==> config.mk <==
export PLATFORM = sky130hd
export DESIGN_NAME = uart_rx_word
export DESIGN_NICKNAME = d
export VERILOG_FILES = /design/src/rtl/uart_rx_word.sv
export SDC_FILE = /design/constraint.sdc
export NUM_CORES = 1
export LEC_CHECK = 0
export ABC_AREA = 1
export ABC_CLOCK_PERIOD_IN_PS = 3700
export BUFFER_PORTS_ARGS = -buffer_cell sky130_fd_sc_hd__buf_2
export CORE_ASPECT_RATIO = 1.1
export CORE_UTILIZATION = 45
export DETAILED_ROUTE_END_ITERATION = 7
export PLACE_DENSITY_LB_ADDON = 0.12
export SLEW_MARGIN = 20
export SYNTH_ARGS = -nofsm -noshare
export SYNTH_HDL_FRONTEND = slang
export SYNTH_SLANG_ARGS = --single-unit
==> constraint.sdc <==
create_clock -name in_clk -period 3.7 [get_ports in_clk]
set_input_delay 0.555 -clock in_clk [delete_from_list [all_inputs] [get_ports in_clk]]
set_output_delay 0.555 -clock in_clk [all_outputs]
set_load 0.01 [all_outputs]
==> src/rtl/uart_rx_word.sv <==
// UART receiver that packs BPS/8 consecutive bytes (LSB byte first) into one word with a valid/ready output.
// Define UART_RX_PARITY_EN to expect an even-parity bit between the data bits and the stop bit.
module uart_rx_word #(
    parameter int CLKS_PER_BIT = 87,
    parameter int BPS          = 16
) (
    input  logic           in_clk,
    input  logic           in_reset,
    input  logic           rx_serial,
    input  logic           in_ready,
    output logic [BPS-1:0] out_word,
    output logic           out_valid,
    output logic           out_frame_err,
    output logic           out_overrun
);

    localparam int NBYTES = BPS / 8;
    localparam int IDX_W  = (NBYTES > 1) ? $clog2(NBYTES) : 1;
    localparam int CNT_W  = $clog2(CLKS_PER_BIT);
    localparam logic [CNT_W-1:0] CNT_LAST = CNT_W'(CLKS_PER_BIT - 1);
    localparam logic [CNT_W-1:0] CNT_MID  = CNT_W'((CLKS_PER_BIT - 1) / 2);
    localparam logic [IDX_W-1:0] IDX_LAST = IDX_W'(NBYTES - 1);

    typedef enum logic [2:0] {
        S_IDLE   = 3'd0,
        S_START  = 3'd1,
        S_DATA   = 3'd2,
`ifdef UART_RX_PARITY_EN
        S_PARITY = 3'd3,
`endif
        S_STOP   = 3'd4
    } state_t;

`ifdef UART_RX_PARITY_EN
    function automatic logic f_even_parity_ok(input logic [7:0] data, input logic par);
        return ((^data) == par);
    endfunction
`endif

    logic             r_sync1;
    logic             r_sync2;
    logic             r_rx_prev;
    state_t           r_state;
    logic [CNT_W-1:0] r_clk_cnt;
    logic [2:0]       r_bit_cnt;
    logic [7:0]       r_shift;
    logic             r_par_err;
    logic [IDX_W-1:0] r_byte_idx;
    logic [BPS-1:0]   r_asm;
    logic [BPS-1:0]   r_out_word;
    logic             r_out_valid;
    logic             r_frame_err;
    logic             r_overrun;

    logic             w_fall;
    logic             w_stop_ok;
    logic [BPS-1:0]   w_word;

    assign out_word      = r_out_word;
    assign out_valid     = r_out_valid;
    assign out_frame_err = r_frame_err;
    assign out_overrun   = r_overrun;

    // Assembly register with the byte currently in the shifter merged into its slot.
    always_comb begin
        w_fall    = r_rx_prev & ~r_sync2;
        w_stop_ok = r_sync2 & ~r_par_err;
        w_word    = r_asm;
        w_word[{r_byte_idx, 3'b000} +: 8] = r_shift;
    end

    // Synchronizer, frame FSM, word assembly and output handshake.
    always_ff @(posedge in_clk) begin
        if (in_reset) begin
            r_sync1     <= 1'b1;
            r_sync2     <= 1'b1;
            r_rx_prev   <= 1'b1;
            r_state     <= S_IDLE;
            r_clk_cnt   <= '0;
            r_bit_cnt   <= 3'd0;
            r_shift     <= 8'd0;
            r_par_err   <= 1'b0;
            r_byte_idx  <= '0;
            r_asm       <= '0;
            r_out_word  <= '0;
            r_out_valid <= 1'b0;
            r_frame_err <= 1'b0;
            r_overrun   <= 1'b0;
        end else begin
            r_sync1     <= rx_serial;
            r_sync2     <= r_sync1;
            r_rx_prev   <= r_sync2;
            r_frame_err <= 1'b0;
            r_overrun   <= 1'b0;
            if (r_out_valid && in_ready) begin
                r_out_valid <= 1'b0;
            end
            case (r_state)
                S_IDLE: begin
                    r_clk_cnt <= '0;
                    r_bit_cnt <= 3'd0;
                    r_par_err <= 1'b0;
                    if (w_fall) begin
                        r_state <= S_START;
                    end
                end
                S_START: begin
                    // Mid-start check rejects short low glitches without reporting them.
                    if (r_clk_cnt == CNT_MID) begin
                        r_clk_cnt <= '0;
                        r_state   <= r_sync2 ? S_IDLE : S_DATA;
                    end else begin
                        r_clk_cnt <= r_clk_cnt + CNT_W'(1);
                    end
                end
                S_DATA: begin
                    if (r_clk_cnt == CNT_LAST) begin
                        r_clk_cnt <= '0;
                        r_shift   <= {r_sync2, r_shift[7:1]};
                        r_bit_cnt <= r_bit_cnt + 3'd1;
                        if (r_bit_cnt == 3'd7) begin
`ifdef UART_RX_PARITY_EN
                            r_state <= S_PARITY;
`else
                            r_state <= S_STOP;
`endif
                        end
                    end else begin
                        r_clk_cnt <= r_clk_cnt + CNT_W'(1);
                    end
                end
`ifdef UART_RX_PARITY_EN
                S_PARITY: begin
                    if (r_clk_cnt == CNT_LAST) begin
                        r_clk_cnt <= '0;
                        r_par_err <= ~f_even_parity_ok(r_shift, r_sync2);
                        r_state   <= S_STOP;
                    end else begin
                        r_clk_cnt <= r_clk_cnt + CNT_W'(1);
                    end
                end
`endif
                S_STOP: begin
                    if (r_clk_cnt == CNT_LAST) begin
                        r_clk_cnt <= '0;
                        r_state   <= S_IDLE;
                        if (w_stop_ok) begin
                            r_asm <= w_word;
                            if (r_byte_idx == IDX_LAST) begin
                                r_byte_idx <= '0;
                                // A held word is only replaced when it is consumed in this same cycle.
                                if (!r_out_valid || in_ready) begin
                                    r_out_word  <= w_word;
                                    r_out_valid <= 1'b1;
                                end else begin
                                    r_overrun <= 1'b1;
                                end
                            end else begin
                                r_byte_idx <= r_byte_idx + IDX_W'(1);
                            end
                        end else begin
                            r_frame_err <= 1'b1;
                            r_byte_idx  <= '0;
                        end
                    end else begin
                        r_clk_cnt <= r_clk_cnt + CNT_W'(1);
                    end
                end
                default: begin
                    r_state <= S_IDLE;
                end
            endcase
        end
    end

endmodule

==> flow_summary.yaml <==
outcome:
  outcome: "completed"
global_route:
  grt_usage_pct: 18.95
  grt_max_degree: 35
  grt_overflow: 0
  antenna_found_initial: 0
  grt_pass1_wl_um: 9894
  grt_pass1_vias: 2256
die:
  die_width_um: 77.70
  coreArea_um2: 5914
  die_h_um: 85.27
  pin_count: 23
  dieArea_um2: 6625
  placement_rows: 29
  start_util_pct: 47.96
cts:
  cts_resized: 0
  cts_tree: "yes"
  post_cts_buffers: 0
  cts_buffers: 9
  cts.reportedPaths.clkPinSlew_ps: 70
  clock_latency_ps: 330
  cts_hold_buf: 0
  h-tree-depth: 3
  root_buffer: "clkbuf_8"
  cts.sinks: 60
  clockBufferDepth: 2
synth:
  synth_most_common_cell: "nand2_1"
  synth_cells: 422
  synth-seq-cells: 60
  syn-num-nets: 431
  ys_types: 25
  ys_seq_area_share_pct: 42.35
  async_flop_share_pct: 0
  synth_edf_count: 0
  yosysTopAreaCellShare_pct: 42.35
  ys_top_cells_by_area: "dfxtp_1 (42%), nand2_1 (13%), inv_1 (9.9%), nand3_1 (7.9%), a21oi_1 (5.5%)"
  ys_warn_count: 0
  mappedNetlistArea_um2: 2836
  synth_ff_type: "dfxtp_1"
  synthTopCellsByCount: "nand2_1 (99), inv_1 (75), dfxtp_1 (60), nand3_1 (45), nor2_1 (38)"
  yosys.area.top_type: "dfxtp_1"
  synth_area_per_cell_um2: 6.721
sta:
  relSlewSlack_pct: 33.73
  hold_violations: 0
  post-route-period-util_pct: 56.44
  whs_ps: 402.5
  finalSetupViolations: 0
  fmax_mhz: 478.9
  setup_tns_ps: 0
  skew_ps: 3.646
  rsz0062_at_grt: "no"
  max_slew.worst_pin.slew_ps: 992.7
  drv_slew: 0
  period_minus_slack_ps: 2088
hold_path:
  hp-class: "input pin to register"
  hold_path_end: "r_sync1$_SDFF_PP1_"
  min_from: "rx_serial"
  worst_hold_path.num_cells: 2
worst_setup_path:
  worst-r2r-setup-slack_ps: 1610
  reg2reg_depth: 5
  path_class: "register to register"
  crit_fanout: 32
  cp-start-kind: "register"
  reg2reg_to: "out_word[3]$_SDFFE_PP0P_"
  r2r-start: "r_byte_idx$_SDFFE_PP0P_"
  endpoint_kind: "register"
  required_ps: 3930
  cp.arrival_ps: 2320
layout:
  areaGrowthSynthToFinish_pct: 10.45
  layout.nets: 448
  antenna_cells: 0
  num-fill-cells: 615
  drive_gt1_share_pct: 12.39
  final_area_um2: 3133
route:
  wirelength_um: 5758
  vias: 2478
  drc: 0
  first_pass_iters: 4
  drtAntennaViolNets: 0
  wire_per_inst_um: 11.05
  drt_iter0_drc: 114
  via_per_inst: 4.756
power_and_ir_drop:
  irDropWorstVdd_uv: 282.6
  fin_total_pwr_mw: 1.533
  p_per_area_nw_per_um2: 489.2
  p_leak_nw: 1.421
placement:
  gp_congestion: 0.8197
  dp_hpwl_um: 3808
  portBuffers: 22
  post_dp_cell_area_um2: 2965
job:
  maxCapViolCount: 0
[sequential cells by signal (all words and copies together) (netlist names)]
| signal | cells |
|---|---|
| r_rx_prev | 1 |
| out_word | 16 |
| r_byte_idx | 1 |
| r_clk_cnt | 7 |
| out_frame_err | 1 |
| r_sync1 | 1 |
| r_state | 3 |
| out_valid | 1 |
| r_bit_cnt | 3 |
| out_overrun | 1 |
| r_asm | 16 |
| r_sync2 | 1 |
| r_shift | 8 |
[worst max-delay path: stages (launching register included)]
cell,delay [ps]
dfxtp_1,980
nand2_1,240
nor2_4,440
nand3_1,140
nand2_1,120
nor2_1,60
[cell families (layout without fill, tap and decap cells)]
family                     after synthesis  count (layout)  synth area share [%]
AOI/OAI and AO/OA                       59              59                 10.41
xor gates and xnor gates                 2               2                0.6177
adders and majority gates                5               5                 2.206
buffers and inverters                   98             120                 13.72
DFF                                     60              60                 42.35
and+or+nand+nor                        198             198                 30.70
[layout by cell type (no fill, tap or decap)]
cell / instances
buf_2: 22
nor3_1: 2
nor2_1: 38
xor2_1: 2
nand3_1: 45
ha_1: 5
nand3_4: 1
clkinv_2: 4
o21ai_1: 4
nand2_1: 99
nand4_1: 3
a21oi_1: 31
clkinv_4: 1
clkinvlp_4: 2
and3_1: 1
nand3_2: 1
buf_4: 1
nor2_8: 1
clkbuf_8: 9
nor2_2: 2
o21ai_0: 24
or2_2: 2
inv_2: 6
inv_1: 75
nor2_4: 1
dfxtp_1: 60
nand2_2: 2
[worst max path at each step]
| stage | slack (ps) | depth (start not counted) | end | start |
|---|---|---|---|---|
| after global placement | 1650 | 5 | out_word[14]$_SDFFE_PP0P_ | r_byte_idx$_SDFFE_PP0P_ |
| after global routing | 1400 | 5 | out_word[3]$_SDFFE_PP0P_ | r_byte_idx$_SDFFE_PP0P_ |
| after floorplan | 2270 | 10 | out_word[10]$_SDFFE_PP0P_ | r_clk_cnt[0]$_SDFFE_PP0P_ |
| final | 1610 | 5 | out_word[3]$_SDFFE_PP0P_ | r_byte_idx$_SDFFE_PP0P_ |
| after detailed placement | 1590 | 4 | r_clk_cnt[2]$_SDFFE_PP0P_ | in_reset |
| after CTS | 1640 | 5 | out_word[3]$_SDFFE_PP0P_ | r_byte_idx$_SDFFE_PP0P_ |
[metal layers]
layer | wire, um | vias up | track usage, % | part of all wire (%)
met2 | 2578 | 47 | 31.05 | 45
met4 | 64 | 0 | 8.233 | 1.1
met5 | 0 | - | 0 | 0
met3 | 213 | 6 | 3.333 | 3.7
met1 | 2901 | 1089 | 24.41 | 50
li1 | - | 1336 | - | -
[final cells by class]
| type | instances | area [um^2] | area share (%) |
|---|---|---|---|
| Tap cell | 77 | 96.34 | 3.075 |
| Inverter | 81 | 304.0 | 9.705 |
| Multi-Input combinational cell | 264 | 1246 | 39.78 |
| Timing Repair Buffer | 23 | 117.6 | 3.754 |
| Sequential cell | 60 | 1201 | 38.34 |
| Clock buffer | 9 | 123.9 | 3.954 |
| Clock inverter | 7 | 43.79 | 1.398 |
[report_power, final]
group / internal (mW) / leakage [nW] / switching (mW) / total [mW]
clock network: 0.238 / 0.0848 / 0.264 / 0.502
logic: 0.103 / 0.852 / 0.224 / 0.328
registers: 0.673 / 0.484 / 0.0299 / 0.703
[per-stage QoR]
| step | std cells | setup WS (ps) | util, % |
|---|---|---|---|
| 6_report | 521 | 1612 | 52.97 |
| 5_1_grt | 521 | 1404 | 52.97 |
| 4_1_cts | 521 | 1639 | 52.97 |
| 3_5_place_dp | 505 | 1593 | 50.14 |
| 3_3_place_gp | 505 | 1655 | 50.14 |
| 2_1_floorplan | 422 | 2268 | - |
No activity file was read; power rests on OpenSTA's default activity.
